## config.mk

```make
export PLATFORM = sky130hd
export DESIGN_NAME = lcd_host
export DESIGN_NICKNAME = d
export VERILOG_FILES = /design/src/rtl/lcd_host.sv
export SDC_FILE = /design/constraint.sdc
export NUM_CORES = 1
export LEC_CHECK = 0
export BUFFER_PORTS_ARGS = -buffer_cell sky130_fd_sc_hd__buf_2
export CORE_MARGIN = 5
export CORE_UTILIZATION = 52
export CTS_CLUSTER_SIZE = 10
export DETAILED_ROUTE_END_ITERATION = 12
export PLACE_DENSITY_LB_ADDON = 0.2
export RECOVER_POWER = 100
export SYNTH_ARGS = -nofsm -noshare
export SYNTH_HDL_FRONTEND = slang
export SYNTH_SLANG_ARGS = --single-unit
export TNS_END_PERCENT = 20
```

## constraint.sdc

```tcl
create_clock -name clk -period 2.32 [get_ports clk]
set_clock_uncertainty 0.1 [all_clocks]
set_input_delay 0.464 -clock clk [delete_from_list [all_inputs] [get_ports clk]]
set_output_delay 0.464 -clock clk [all_outputs]
set_load 0.05 [all_outputs]
```

## src/rtl/lcd_host.sv

```systemverilog
// lcd_host: issues commands to the 12x9 LCD controller, streams the image ROM on a load
// and captures the 16 refreshed pixels. Define LCD_HOST_CHK_EN to build the timeout and pixel-count checks.
module lcd_host #(
   parameter int IMG_BYTES = 108,
   parameter int TIMEOUT   = 255
) (
   input  logic       clk,
   input  logic       reset_n,
   input  logic       req_valid,
   input  logic [3:0] req_cmd,
   output logic       req_ready,
   output logic [6:0] img_addr,
   input  logic [7:0] img_rd_data,
   output logic [3:0] cmd,
   output logic       cmd_valid,
   output logic [7:0] datain,
   input  logic       busy,
   input  logic [7:0] dataout,
   input  logic       output_valid,
   input  logic [3:0] res_addr,
   output logic [7:0] res_data,
   output logic       frame_done,
   output logic [2:0] err
);

   localparam logic [6:0] LAST_ADDR = 7'(IMG_BYTES - 1);
   localparam logic [3:0] MAX_CODE  = 4'd8;
   localparam logic [4:0] NUM_PIX   = 5'd16;

   typedef enum logic [2:0] {
      S_IDLE,
      S_ISSUE,
      S_LOAD,
      S_WAIT,
      S_DONE
   } state_t;

   state_t     state_q, state_d;
   logic [3:0] cmd_q, cmd_d;
   logic [6:0] img_addr_q, img_addr_d;
   logic [4:0] pix_cnt_q, pix_cnt_d;
   logic       seen_busy_q, seen_busy_d;
   logic       err0_q, err0_d;
   logic       res_we;
   logic       cmd_valid_c;
   logic       frame_done_c;
   logic [7:0] res_buf_q [16];

`ifdef LCD_HOST_CHK_EN
   localparam logic [7:0] TIMEOUT_VAL = 8'(TIMEOUT);
   logic [7:0] timer_q, timer_d;
   logic       timed_out_q, timed_out_d;
   logic       err1_q, err1_d;
   logic       err2_q, err2_d;
`endif

   always_comb begin
      state_d      = state_q;
      cmd_d        = cmd_q;
      img_addr_d   = img_addr_q;
      pix_cnt_d    = pix_cnt_q;
      seen_busy_d  = seen_busy_q;
      err0_d       = err0_q;
      res_we       = 1'b0;
      cmd_valid_c  = 1'b0;
      frame_done_c = 1'b0;
`ifdef LCD_HOST_CHK_EN
      timer_d      = timer_q;
      timed_out_d  = timed_out_q;
      err1_d       = err1_q;
      err2_d       = err2_q;
`endif
      case (state_q)
         S_IDLE: begin
            img_addr_d = '0;
            if (req_valid) begin
               if (req_cmd > MAX_CODE) begin
                  err0_d = 1'b1;
               end else begin
                  cmd_d   = req_cmd;
                  state_d = S_ISSUE;
               end
            end
         end
         S_ISSUE: begin
            img_addr_d  = '0;
            pix_cnt_d   = '0;
            seen_busy_d = 1'b0;
`ifdef LCD_HOST_CHK_EN
            timer_d     = '0;
            timed_out_d = 1'b0;
`endif
            // A controller still busy from a previous command holds off the strobe.
            if (!busy) begin
               cmd_valid_c = 1'b1;
               if (cmd_q == 4'd0) begin
                  state_d    = S_LOAD;
                  img_addr_d = 7'd1;
               end else begin
                  state_d = S_WAIT;
               end
            end
         end
         S_LOAD: begin
            if (img_addr_q == LAST_ADDR) begin
               img_addr_d = '0;
               state_d    = S_WAIT;
            end else begin
               img_addr_d = img_addr_q + 7'd1;
            end
         end
         S_WAIT: begin
            if (busy) seen_busy_d = 1'b1;
            if (output_valid && (pix_cnt_q < NUM_PIX)) begin
               res_we    = 1'b1;
               pix_cnt_d = pix_cnt_q + 5'd1;
            end
            if (seen_busy_q && !busy) state_d = S_DONE;
`ifdef LCD_HOST_CHK_EN
            timer_d = timer_q + 8'd1;
            if (timer_d == TIMEOUT_VAL) begin
               err1_d      = 1'b1;
               timed_out_d = 1'b1;
               state_d     = S_DONE;
            end
`endif
         end
         S_DONE: begin
            frame_done_c = 1'b1;
`ifdef LCD_HOST_CHK_EN
            if ((pix_cnt_q != NUM_PIX) && !timed_out_q) err2_d = 1'b1;
`endif
            state_d = S_IDLE;
         end
         default: state_d = S_IDLE;
      endcase
   end

   always_ff @(posedge clk or negedge reset_n) begin
      if (!reset_n) begin
         state_q     <= S_IDLE;
         cmd_q       <= '0;
         img_addr_q  <= '0;
         pix_cnt_q   <= '0;
         seen_busy_q <= 1'b0;
         err0_q      <= 1'b0;
      end else begin
         state_q     <= state_d;
         cmd_q       <= cmd_d;
         img_addr_q  <= img_addr_d;
         pix_cnt_q   <= pix_cnt_d;
         seen_busy_q <= seen_busy_d;
         err0_q      <= err0_d;
      end
   end

`ifdef LCD_HOST_CHK_EN
   always_ff @(posedge clk or negedge reset_n) begin
      if (!reset_n) begin
         timer_q     <= '0;
         timed_out_q <= 1'b0;
         err1_q      <= 1'b0;
         err2_q      <= 1'b0;
      end else begin
         timer_q     <= timer_d;
         timed_out_q <= timed_out_d;
         err1_q      <= err1_d;
         err2_q      <= err2_d;
      end
   end
   assign err = {err2_q, err1_q, err0_q};
`else
   assign err = {2'b00, err0_q};
`endif

   // Entries not written by the current capture keep their previous contents.
   always_ff @(posedge clk or negedge reset_n) begin
      if (!reset_n) begin
         for (int i = 0; i < 16; i++) res_buf_q[i] <= '0;
      end else if (res_we) begin
         res_buf_q[pix_cnt_q[3:0]] <= dataout;
      end
   end

   assign req_ready  = (state_q == S_IDLE) && reset_n;
   assign cmd_valid  = cmd_valid_c;
   assign cmd        = cmd_q;
   assign img_addr   = img_addr_q;
   assign datain     = img_rd_data;
   assign frame_done = frame_done_c;
   assign res_data   = res_buf_q[res_addr];

endmodule

```

==> results.yml, run 1 <==
power_and_ir_drop:
  finalPower_mw: 7.838
  irDropWorstVdd_mv: 0.7197
  pwr-share-seq_pct: 43.2
  clkPwrFrac_pct: 31.9
  p_per_area_mw_per_mm2: 960.3
  share_comb_of_total_power_pct: 24.9
  switching_power_mw: 2.394
  intPower_mw: 5.443
  p_sw_share_pct: 30.55
  cellLeakagePower_nw: 3.850
die:
  fp.dieH_um: 125.8
  core_sq_mm: 0.01319
  dieWidth_um: 125.8
  ios: 62
  die_area_sq_mm: 0.01583
  start_util_pct: 52.87
  placementRows: 42
layout:
  drive_above_1_share_pct: 51.01
  final_nets: 569
  nFillCells: 1031
  fin_util_pct: 61.88
  n_antenna_cell: 0
  final_cell_area_sq_mm: 0.008162
  final_cells: 721
  syn2layout_area_growth_pct: 17.03
placed_design:
  dp.cells: 690
  hpwl_um: 10090
  place.port_buffers: 43
  globalplace.congestion: 0.7574
  placedInstanceArea_sq_mm: 0.007518
logic_synthesis:
  netlist_area_sq_mm: 0.006974
  synth_warnings: 0
  synth_xor_area_share_pct: 0.7535
  synth_compound_area_share_pct: 3.427
  synth.avg_cell_area_sq_um: 14.38
  yosysTopAreaCellShare_pct: 53.46
  synth_adder_area_share_pct: 0.8970
  syn_inst: 485
  synth_top_family_by_area: "multiplexers"
  synthArstFlopShare_pct: 100.0
  synth_simple_gate_area_share_pct: 6.656
  synth.largest_area_cell: "dfrtp_1"
  synth_seq_cells: 149
  synth.area.mux_share_pct: 31.49
  synth_ff_type: "dfrtp_1"
  ys_types: 43
  yosys-top-cells-area: "dfrtp_1 53%, mux2_2 21%, mux4_2 10%"
  ys_seq_area_share_pct: 53.46
  synth_edf_count: 0
hold_path:
  hp-class: "in -> reg"
  min_from: "req_cmd[0]"
global_route:
  grt_overflow: 0
  grt_antenna_before_repair: 0
  grt_pass1_vias: 4639
  grt_use_total_pct: 21.30
  grt_pass1_wl_um: 25840
  grt_start_max_net_pins: 150
clocking:
  cts_root_buf: "clkbuf_16"
  ctsHtreeMaxLevel: 4
  clock-sinks: 149
  cts_made_buffers: 17
  post-cts-setup-buffer-count: 0
  clk_latency_ns: 0.42
  hold_buffers: 0
  clkTransAtPathRegs_ns: 0.05
  clk_path_buf_depth: 2
  cts_tree: "yes"
drt:
  routed_wl_um: 15910
  postRouteAntennaNets: 0
  first_pass_iters: 4
  wl_per_cell_um: 22.07
  vias: 4218
  initialDrtViolationCount: 327
  drc: 0
  post_drt_via_cell_ratio: 5.850
worst_setup_path:
  crit_type: "reg -> out"
  arrival_ns: 1.72
  cp.required_ns: 1.76
  crit_path_max_fanout: 2
  worst_setup_path_start_kind: "register"
  r2r-start: "state_q[0]"
  critPathLaunch: "res_buf_q[37]"
  critPathCaptureType: "output port"
timing:
  max_slew_margin_pct: -24.60
  drv_slew: 150
  fmax_ghz: 0.4377
  period_minus_slack_ns: 2.285
  setup_viol: 0
  rsz0062_at_grt: "true"
  fin_crit_sh_pct: 98.48
  tightest_slew_ns: 1.869
  hold_viol_final: 0
flow_run:
  max_cap_violations: 1
status:
  violations: "capacitance limit, slew limit"
  status: "complete, but fails checks"
[repair_timing]
item,in CTS,in global routing
cloned,2,0
endpoints found under the setup margin,8,10
pin swaps,2,10
gates resized for setup,36,5
[power groups by stage]
stage | Combinational (mW) | Clock [mW] | Sequential, mW
2_1_floorplan | 1.34 | 0 | 3.49
3_3_place_gp | 1.86 | 0 | 3.39
3_5_place_dp | 1.92 | 0 | 3.42
4_1_cts | 2.01 | 2.54 | 3.38
5_1_grt | 2.11 | 2.65 | 3.44
6_report | 1.95 | 2.50 | 3.38
[cell usage in the layout, fill, tap and decap left out, drive strengths merged]
cell	count
inv	7
or4	1
clkinv	5
nor2b	6
clkbuf	46
nand3b	2
o31ai	2
a221o	1
a21oi	6
or3	1
and2	2
o22ai	1
o311ai	1
o21ai	5
nand3	11
nor4	3
nor4b	1
nor3	4
nand2b	4
nand2	21
and3	5
xnor2	6
nor4bb	1
a21o	1
buf	46
conb	2
mux4	32
mux2	131
or2	1
o21bai	1
bufinv	1
o2bb2ai	1
nor2	14
and4	1
nand4	2
a22oi	16
dfrtp	149
ha	5
[layout make-up]
cell class	count	area, sq um	share of cell area [%]
multi-input cells	291	3118	38.20
repair buffers	69	545.5	6.684
clock inverters	6	55.05	0.6745
clock buffers	23	467.9	5.734
flip-flops and latches	149	3729	45.68
well taps	176	220.2	2.698
inverters	7	26.28	0.3219
[synth_stat cells (all sizes together) (4+ instances only)]
| cell type | number |
|---|---|
| mux4 | 32 |
| mux2 | 131 |
| buf | 22 |
| a22oi | 16 |
| nand2 | 21 |
| dfrtp | 149 |
| nand2b | 4 |
| o21ai | 5 |
| nor3 | 4 |
| clkbuf | 17 |
| a21oi | 6 |
| and3 | 5 |
| nor2 | 14 |
| ha | 5 |
| nor2b | 6 |
| xnor2 | 6 |
| nand3 | 11 |
| inv | 7 |
[registers in the layout (all words and copies together) (netlist names)]
signal,count
pix_cnt_q,5
img_addr,7
err0_q,1
seen_busy_q,1
cmd,4
res_buf_q,128
state_q,3
[per-stage QoR]
stage / hold WS, ns / worst slack, ns / TNS (ns)
after detailed placement: 0.3680 / -0.1666 / -1.053
after global placement: 0.3624 / -0.1534 / -0.9340
final: 0.1927 / 0.03517 / 0
after global routing: 0.1938 / -0.02333 / -0.09212
after CTS: 0.1392 / -0.01107 / -0.01609
after floorplan: 0.06841 / 0.01490 / 0
[final timing paths]
| path | to | slack [ns] | depth (start not counted) |
|---|---|---|---|
| setup reg to reg | res_buf_q[61] | 0.14 | 6 |
| max in group asynchronous | res_buf_q[47] | 0.40 | 2 |
| hold reg to reg | res_buf_q[6] | 0.39 | 1 |
| setup / recovery | res_data[5] | 0.04 | 4 |
| hold / removal | cmd[0] | 0.19 | 2 |
| min in group asynchronous | res_buf_q[81] | 0.57 | 2 |
[per-layer routing]
layer  vias up  global-route usage, %  part of all wire [%]
met5         -                      0                     0
met4         0                  8.707                   2.6
met3        31                  4.276                   4.1
met2        99                  32.88                    48
met1      2220                  29.88                    46
li1       1868                      -                     -
[worst max-delay path, stage by stage, from the launching register on]
cell	delay, ns
dfrtp_1	0.38
mux4_2	0.48
a22oi_2	0.19
nand2_2	0.08
buf_6	0.16
[kinds of logic (layout without fill, tap and decap cells)]
family | Yosys count | count (layout)
AO/OA/AOI/OAI | 35 | 35
XOR/XNOR | 6 | 6
adder cells (fa/ha/maj) | 5 | 5
buffers and inverters | 46 | 105
flip-flops | 149 | 149
multiplexers | 163 | 163
other | 1 | 2
AND/OR/NAND/NOR | 80 | 80
Note: power is estimated with default switching activity, not from simulation.
==> run 2: changes to the inputs <==
--- a/config.mk
+++ b/config.mk
@@ -7,7 +7,7 @@
 export LEC_CHECK = 0
 export BUFFER_PORTS_ARGS = -buffer_cell sky130_fd_sc_hd__buf_2
 export CORE_MARGIN = 5
-export CORE_UTILIZATION = 52
+export CORE_UTILIZATION = 54
 export CTS_CLUSTER_SIZE = 10
 export DETAILED_ROUTE_END_ITERATION = 12
 export PLACE_DENSITY_LB_ADDON = 0.2
==> run 2 against run 1 <==
Against the previous run:
- the flow finishes with violations (capacitance limit, slew limit, setup timing)
- sequential power hardly changed
- clock-buffer cell count is 2 lower
- cell area grew 0.37%
- sequential share of layout area shrank 0.17 points
- first-iteration DRC count shrank 24%
- worst hold slack improved by 0.011 ns
- die area shrank 3.4%
- total power rose by 1.6%
- maximum frequency down 1.6%
==> results.yml, run 2 (synthesized netlist as in run 1, its figures left out) <==
power_and_ir_drop:
  cellLeakagePower_nw: 3.874
  irDropWorstVdd_mv: 0.7832
  clkPwrFrac_pct: 33.3
  p_per_area_mw_per_mm2: 971.9
  share_comb_of_total_power_pct: 24.2
  intPower_mw: 5.585
  pwr-share-seq_pct: 42.5
  p_sw_share_pct: 29.85
  switching_power_mw: 2.376
timing:
  tightest_slew_ns: 1.849
  setup_viol: 1
  drv_slew: 150
  fmax_ghz: 0.4309
  layout_setup_ws_ns: -0.0009502
  fin_crit_sh_pct: 100.0
  rsz0062_at_grt: "true"
  tns_ns: -0.0009502
  hold_viol_final: 0
  max_slew_margin_pct: -23.30
  period_minus_slack_ns: 2.321
drt:
  drc: 0
  postRouteAntennaNets: 0
  vias: 4230
  first_pass_iters: 6
  initialDrtViolationCount: 250
  post_drt_via_cell_ratio: 5.867
  wl_per_cell_um: 21.32
  routed_wl_um: 15370
worst_setup_path:
  cp.required_ns: 1.76
  arrival_ns: 1.76
  critPathCaptureType: "output port"
  worst_setup_path_start_kind: "register"
  crit_path_max_fanout: 2
  crit_type: "reg -> out"
clocking:
  clock-sinks: 149
  cts_root_buf: "clkbuf_16"
  cts_made_buffers: 17
  clkTransAtPathRegs_ns: 0.06
  hold_buffers: 0
  clk_latency_ns: 0.41
  post-cts-setup-buffer-count: 0
  clk_path_buf_depth: 2
  ctsHtreeMaxLevel: 4
  cts_tree: "yes"
layout:
  largest_reg_flops: 128
  syn2layout_area_growth_pct: 17.46
  drive_above_1_share_pct: 51.73
  layout_commonest_cell: "dfrtp_1"
  n_antenna_cell: 0
  fin_util_pct: 64.91
  regMostFlops: "res_buf_q"
  final_nets: 571
  final_cell_mix: "149 x dfrtp_1, 128 x mux2_2, 32 x mux4_2, 18 x buf_2, 17 x clkbuf_16"
global_route:
  grt_pass1_wl_um: 24900
  grt_use_total_pct: 22.29
  grt_pass1_vias: 4452
  grt_start_max_net_pins: 150
  grt_overflow: 0
  grt_antenna_before_repair: 0
status:
  status: "complete, but fails checks"
  violations: "capacitance limit, slew limit, setup timing"
placed_design:
  globalplace.congestion: 0.8152
  place.port_buffers: 43
  hpwl_um: 9662
die:
  placementRows: 41
  start_util_pct: 55.26
  fp.dieH_um: 123.6
  dieWidth_um: 123.6
  die_area_sq_mm: 0.01529
  ios: 62
  core_sq_mm: 0.01262
flow_run:
  max_cap_violations: 1
hold_path:
  hp-class: "in -> reg"
## run 2: changes by cell type in the layout (fill, tap and decap cells not counted), moves of 2 or more
cell | before | now
clkbuf_1 | 17 | 13
buf_12 | 5 | 2
clkbuf_2 | 8 | 10
clkinvlp_4 | 0 | 2
buf_8 | 1 | 3
buf_4 | 10 | 14
## run 2: power by group through the flow
stage               Combinational [mW]  Clock, mW  Sequential [mW]
global route                      2.08       2.83             3.45
CTS                               1.99       2.70             3.38
detailed placement                1.91          0             3.42
global placement                  1.86          0             3.39
floorplan                         1.34          0             3.49
finish                            1.93       2.65             3.38
## run 2: stage by stage
step,total power [mW],cell area [sq um],hold WS [ns],setup WS [ns],std cells
6_report,7.961,8192,0.2038,-0.0009502,721
3_3_place_gp,5.244,7491,0.3536,-0.1333,688
4_1_cts,8.072,8225,0.1646,0.0005721,721
3_5_place_dp,5.331,7491,0.3569,-0.1190,688
2_1_floorplan,4.833,7018,0.06841,0.01490,486
5_1_grt,8.360,8192,0.1876,-0.04905,721
## run 2: metal layers
metal	GRT usage (%)	share of wire, %	up-vias	wire (um)
met1	31.20	45	2223	6850
met4	7.266	1.3	0	193
met5	0	0	-	0
met3	5.904	5.5	21	841
met2	34.23	49	99	7488
li1	-	-	1887	-
## run 2: final cells by class
| class | count | area (sq um) |
|---|---|---|
| clock inverters | 10 | 105.1 |
| repair buffers | 71 | 535.5 |
| clock buffers | 21 | 470.5 |
| flip-flops and latches | 149 | 3729 |
| well taps | 172 | 215.2 |
| multi-input cells | 291 | 3110 |
| inverters | 7 | 26.28 |
| fillers | 957 | 4428 |
## run 2: worst max-delay path: stages, from the launching register on
cell and delay, ns:
dfrtp_1 0.39, mux4_2 0.49, a22oi_2 0.23, nand2_2 0.08, buf_6 0.16
## run 2: worst paths after layout
kind | cells after the start | startpoint | slack [ns] | endpoint
max | 4 | res_buf_q[35] | -0.001 | res_data[3]
min | 2 | req_cmd[0] | 0.20 | cmd[0]
max reg2reg | 5 | state_q[0] | 0.11 | res_buf_q[35]
min reg2reg | 1 | err0_q | 0.38 | err0_q
max in group asynchronous | 2 | reset_n | 0.39 | res_buf_q[80]
min in group asynchronous | 2 | reset_n | 0.52 | res_buf_q[50]
## run 2: what timing repair did
| action | in CTS | in global routing |
|---|---|---|
| pin swaps | 2 | 10 |
| setup endpoints to repair | 8 | 10 |
| gates resized for setup | 31 | 13 |
| gates cloned | 2 | 0 |
